File: config.mk
export PLATFORM = sky130hd
export DESIGN_NAME = accum16
export DESIGN_NICKNAME = d
export VERILOG_FILES = /design/src/rtl/accum_defs.sv /design/src/rtl/fulladder3.sv /design/src/rtl/accum16.sv
export SDC_FILE = /design/constraint.sdc
export NUM_CORES = 1
export LEC_CHECK = 0
export BUFFER_PORTS_ARGS = -buffer_cell sky130_fd_sc_hd__clkbuf_2
export CORE_MARGIN = 2
export CORE_UTILIZATION = 53
export DETAILED_ROUTE_END_ITERATION = 10
export GPL_TIMING_DRIVEN = 0
export PLACE_DENSITY = 0.79
export SLEW_MARGIN = 20
export SYNTH_ARGS = -nofsm -noshare
export SYNTH_HDL_FRONTEND = slang
export SYNTH_SLANG_ARGS = --single-unit
export TNS_END_PERCENT = 30
File: constraint.sdc
create_clock -name clk -period 7.5 [get_ports clk]
set_clock_uncertainty 0.05 [all_clocks]
set_input_delay 0.375 -clock clk [delete_from_list [all_inputs] [get_ports clk]]
set_output_delay 0.375 -clock clk [all_outputs]
set_load 0.05 [all_outputs]
File: src/rtl/accum_defs.sv
// Shared definitions for the accumulator slice:
// FSM state encodings and datapath width.
package accum_defs;

    localparam int DATA_W = 16;

    typedef enum logic [1:0] {
        ST_IDLE = 2'd0,
        ST_ACC  = 2'd1,
        ST_DONE = 2'd2
    } state_t;

endpackage

File: src/rtl/fulladder3.sv
// 16-bit ripple-carry adder, bit-serial carry chain.
import accum_defs::*;

module fulladder3 (
    input  logic [DATA_W-1:0] x,
    input  logic [DATA_W-1:0] y,
    input  logic              cin,
    output logic [DATA_W-1:0] sum,
    output logic              cout
);

    logic c;

    // Carry held in a loop variable so the chain stays one comb process.
    always_comb begin
        c   = cin;
        sum = '0;
        for (int i = 0; i < DATA_W; i++) begin
            sum[i] = x[i] ^ y[i] ^ c;
            c      = (x[i] & y[i]) | (c & (x[i] ^ y[i]));
        end
        cout = c;
    end

endmodule

File: src/rtl/accum16.sv
// Streaming 16-bit accumulator: sums a burst of len operands
// through fulladder3 and presents the result with a sticky carry.
import accum_defs::*;

module accum16 #(
    parameter int LEN_W = 8
) (
    input  logic              clk,
    input  logic              rst_n,
    input  logic              start,
    input  logic [LEN_W-1:0]  len,
    input  logic              in_valid,
    output logic              in_ready,
    input  logic [DATA_W-1:0] in_data,
    output logic              out_valid,
    input  logic              out_ready,
    output logic [DATA_W-1:0] out_sum,
    output logic              out_carry,
    output logic              busy
);

    state_t            state, state_n;
    logic [DATA_W-1:0] acc, acc_n;
    logic              carry_q, carry_n;
    logic [LEN_W-1:0]  cnt, cnt_n;
    logic [LEN_W-1:0]  len_q, len_n;

    logic [DATA_W-1:0] add_sum;
    logic              add_cout;

    fulladder3 u_add (
        .x    (acc),
        .y    (in_data),
        .cin  (1'b0),
        .sum  (add_sum),
        .cout (add_cout)
    );

    always_ff @(posedge clk or negedge rst_n) begin
        if (!rst_n) begin
            state   <= ST_IDLE;
            acc     <= '0;
            carry_q <= 1'b0;
            cnt     <= '0;
            len_q   <= '0;
        end else begin
            state   <= state_n;
            acc     <= acc_n;
            carry_q <= carry_n;
            cnt     <= cnt_n;
            len_q   <= len_n;
        end
    end

    always_comb begin
        state_n = state;
        acc_n   = acc;
        carry_n = carry_q;
        cnt_n   = cnt;
        len_n   = len_q;
        unique case (state)
            ST_IDLE: begin
                if (start) begin
                    acc_n   = '0;
                    carry_n = 1'b0;
                    cnt_n   = '0;
                    if (len != '0) begin
                        len_n   = len;
                        state_n = ST_ACC;
                    end else begin
                        state_n = ST_DONE;
                    end
                end
            end
            ST_ACC: begin
                if (in_valid) begin
                    acc_n   = add_sum;
                    carry_n = carry_q | add_cout;
                    cnt_n   = cnt + 1'b1;
                    if (cnt == len_q - 1'b1)
                        state_n = ST_DONE;
                end
            end
            ST_DONE: begin
                if (out_ready)
                    state_n = ST_IDLE;
            end
            default: state_n = ST_IDLE;
        endcase
    end

    // Handshake flags come from state alone, never from inputs.
    assign in_ready  = (state == ST_ACC);
    assign out_valid = (state == ST_DONE);
    assign busy      = (state != ST_IDLE);
    assign out_sum   = acc;
    assign out_carry = carry_q;

endmodule

==> flow_summary.toml <==
[min_path]
hp-class = "in -> async"

[place]
port_buffers = 48
routabilityCongestion = 0.749
place_inst = 295
hpwl_um = 3090

[synth]
synth_compound_area_frac = 0.0869
ys_seq_elements = 35
synth_common_cells = "dfrtp_1 (35), inv_1 (28), nand2_1 (19), o21ai_0 (17), fa_1 (15)"
synthTopCellsByArea = "dfrtp_1 (42%), fa_1 (14%), inv_1 (5.1%)"
synth_nets = 246
synth_mux_area_frac = 0.0428
synth_area_sq_um = 2070
synth_simple_gate_area_share = 0.159
netlist_instances = 199
synth_xor_area_frac = 0.0634
yosysWarnings = 0
syn-mean-instance-area_sq_um = 10.4
synth_adder_area_share = 0.163
netlist.area_leader.share = 0.422
synth.most_common_cell = "dfrtp_1"
seq_area_frac_synth = 0.422
synthArstFlopShare = 1.00
synth_edf_count = 0
synth_cell_types = 34
synthFlopType = "dfrtp_1"
yosys.area.top_type = "dfrtp_1"
synth_top_family_by_area = "adder cells"

[sta]
rsz0062_at_grt = "false"
relSlewSlack = 0.424
tightest_slew_ps = 863
max_freq_mhz = 155
setup-tns-final_ps = 0
finalHoldViolCount = 0
setup_viol = 0
drv_slew = 0
layout_worst_path_cycle_share = 0.862
fin_crit_ps = 6460

[clock_network]
ctsResizeCount = 0
clk_pin_slew_worst_paths_ps = 70
cts_setup_buffers = 0
cts-buffers-inserted = 5
cts_tree = "built"
cts_root_buf = "clkbuf_8"
clock_latency_ps = 280
cts.path.max_buffers = 2
htreeDepth = 2
cts.sinks = 35
cts_hold_buffers = 0

[power_and_ir_drop]
ir_worst_vdd_uv = 250
clkPwrFrac = 0.124
p_leak_nw = 1.19
power_density_nw_per_um2 = 442
switchingPower_uw = 524
netSwitchingFraction = 0.482
power.share.combinational = 0.540
seqPwrFrac = 0.336
p_int_uw = 564

[setup_path]
crit_arrival_ps = 6580
path_class = "reg -> reg"
worst_setup_path_end_kind = "flop"
r2r_cells = 19
r2r_slack_ps = 1040
cpMostUsedCell = "fa_1"
r2r-start = "out_sum[0]"
startpoint = "out_sum[0]"
path_max_fanout = 3
worstPathRequired_ps = 7620
critPathMaxStageDelay_ps = 410
r2r_end = "out_sum[15]"
start_kind = "flop"
path_cells = "ha_1, inv_1, fa_1, fa_1, fa_1, fa_1, fa_1, fa_1, fa_1, fa_1, fa_1, fa_1, fa_1, fa_1, inv_1, fa_1, fa_1, fa_1, a22o_1"
critical-path-slowest-cell = "fa_1"

[cells_and_area]
instances_no_fill = 302
area_growth_pct = 18.7
diodes = 0
final_layout_size_suffix_gt1_frac = 0.272
utilization = 0.662
layout.nets = 301
multi_input_area_sq_um = 1070
fillers = 327
final-seq-area_sq_um = 876

[die]
die_w_um = 66.5
fp.dieH_um = 66.5
die_area_sq_um = 4430
rows = 22
start_util = 0.558
core-area_sq_um = 3720
io_pins = 49

[flow_run]
max-cap-violations = 0

[detailed_routing]
drtIter0Drc = 115
wl_per_cell_um = 13.1
wl_um = 3950
first_pass_iters = 4
drc = 0
ant_nets = 0
vias_per_cell = 5.13
num_vias = 1550

[run_status]
status = "complete, no violations"

[grt]
grt_pass1_wl_um = 6760
grt_pass1_vias = 1525
antenna_found_initial = 0
gr-total-overflow = 0
grtUsageTotal = 0.207
grt_start_max_net_pins = 36
## power by group through the flow
stage	clock (mW)	combinational [mW]	sequential, mW
CTS	0.139	0.598	0.365
global route	0.147	0.653	0.380
floorplan	0	0.312	0.505
detailed placement	0	0.595	0.367
finish	0.135	0.588	0.365
global placement	0	0.573	0.364
## per-stage QoR
step	power [mW]	setup slack, ps	area, sq um	hold slack, ps
finish	1.09	1040	2460	145
global placement	0.937	1000	2370	437
global route	1.18	775	2460	222
floorplan	0.817	905	2070	29.4
CTS	1.10	969	2460	171
detailed placement	0.962	914	2370	461
## layout by cell type, fill, tap and decap left out, types with 4 or more instances in the layout
cell type,synthesis,routed
nand2_1,19,19
clkbuf_8,0,6
clkbuf_2,0,48
clkbuf_1,4,4
dfrtp_1,35,35
xor2_1,6,6
fa_1,15,15
xnor2_1,9,9
o21ai_0,17,17
nor2_1,9,9
mux2_2,7,7
a22o_1,5,5
inv_1,28,28
a21oi_1,5,5
nor3b_1,4,4
## layout make-up
type | instances | area share
tap | 48 | 0.0244
buffer | 6 | 0.0102
sequential | 35 | 0.356
timing repair buffer | 48 | 0.0976
clock inverter | 1 | 0.00203
inverter | 28 | 0.0427
clock buffer | 6 | 0.0336
multi-input combinational | 130 | 0.434
## worst max-delay path by stage
stage	to	slack [ps]	cells after the start
2_1_floorplan	out_sum[15]	910	19
3_3_place_gp	out_sum[15]	1000	20
3_5_place_dp	out_sum[15]	910	20
4_1_cts	out_sum[15]	970	19
5_1_grt	out_sum[15]	780	19
6_report	out_sum[15]	1040	19
## sequential cells by signal, indices dropped and copies added (netlist names)
| register | flops |
|---|---|
| len_q | 8 |
| out_carry | 1 |
| state | 2 |
| cnt | 8 |
| out_sum | 16 |
## critical path: cells and delay by family, from the launching register on
family                     cells  cell delay [ps]
adders and majority gates     16             5590
DFF                            1              380
AOI/OAI and AO/OA              1              210
buffers and inverters          2              130
## metal layers
| layer | wire [um] | up-vias | share of wire | GRT usage |
|---|---|---|---|---|
| li1 | - | 771 | - | - |
| met1 | 1850 | 743 | 0.47 | 0.278 |
| met2 | 1910 | 31 | 0.48 | 0.338 |
| met3 | 150 | 5 | 0.038 | 0.0507 |
| met4 | 46 | 0 | 0.012 | 0.0536 |
| met5 | 0 | - | 0 | 0 |
## cell families after synthesis
| group | after synthesis |
|---|---|
| compound gates | 30 |
| xor+xnor | 15 |
| fa+ha+maj | 18 |
| buf+inv | 34 |
| flops | 35 |
| mux | 8 |
| simple gates | 59 |
No activity file was read; power rests on OpenSTA's default activity.
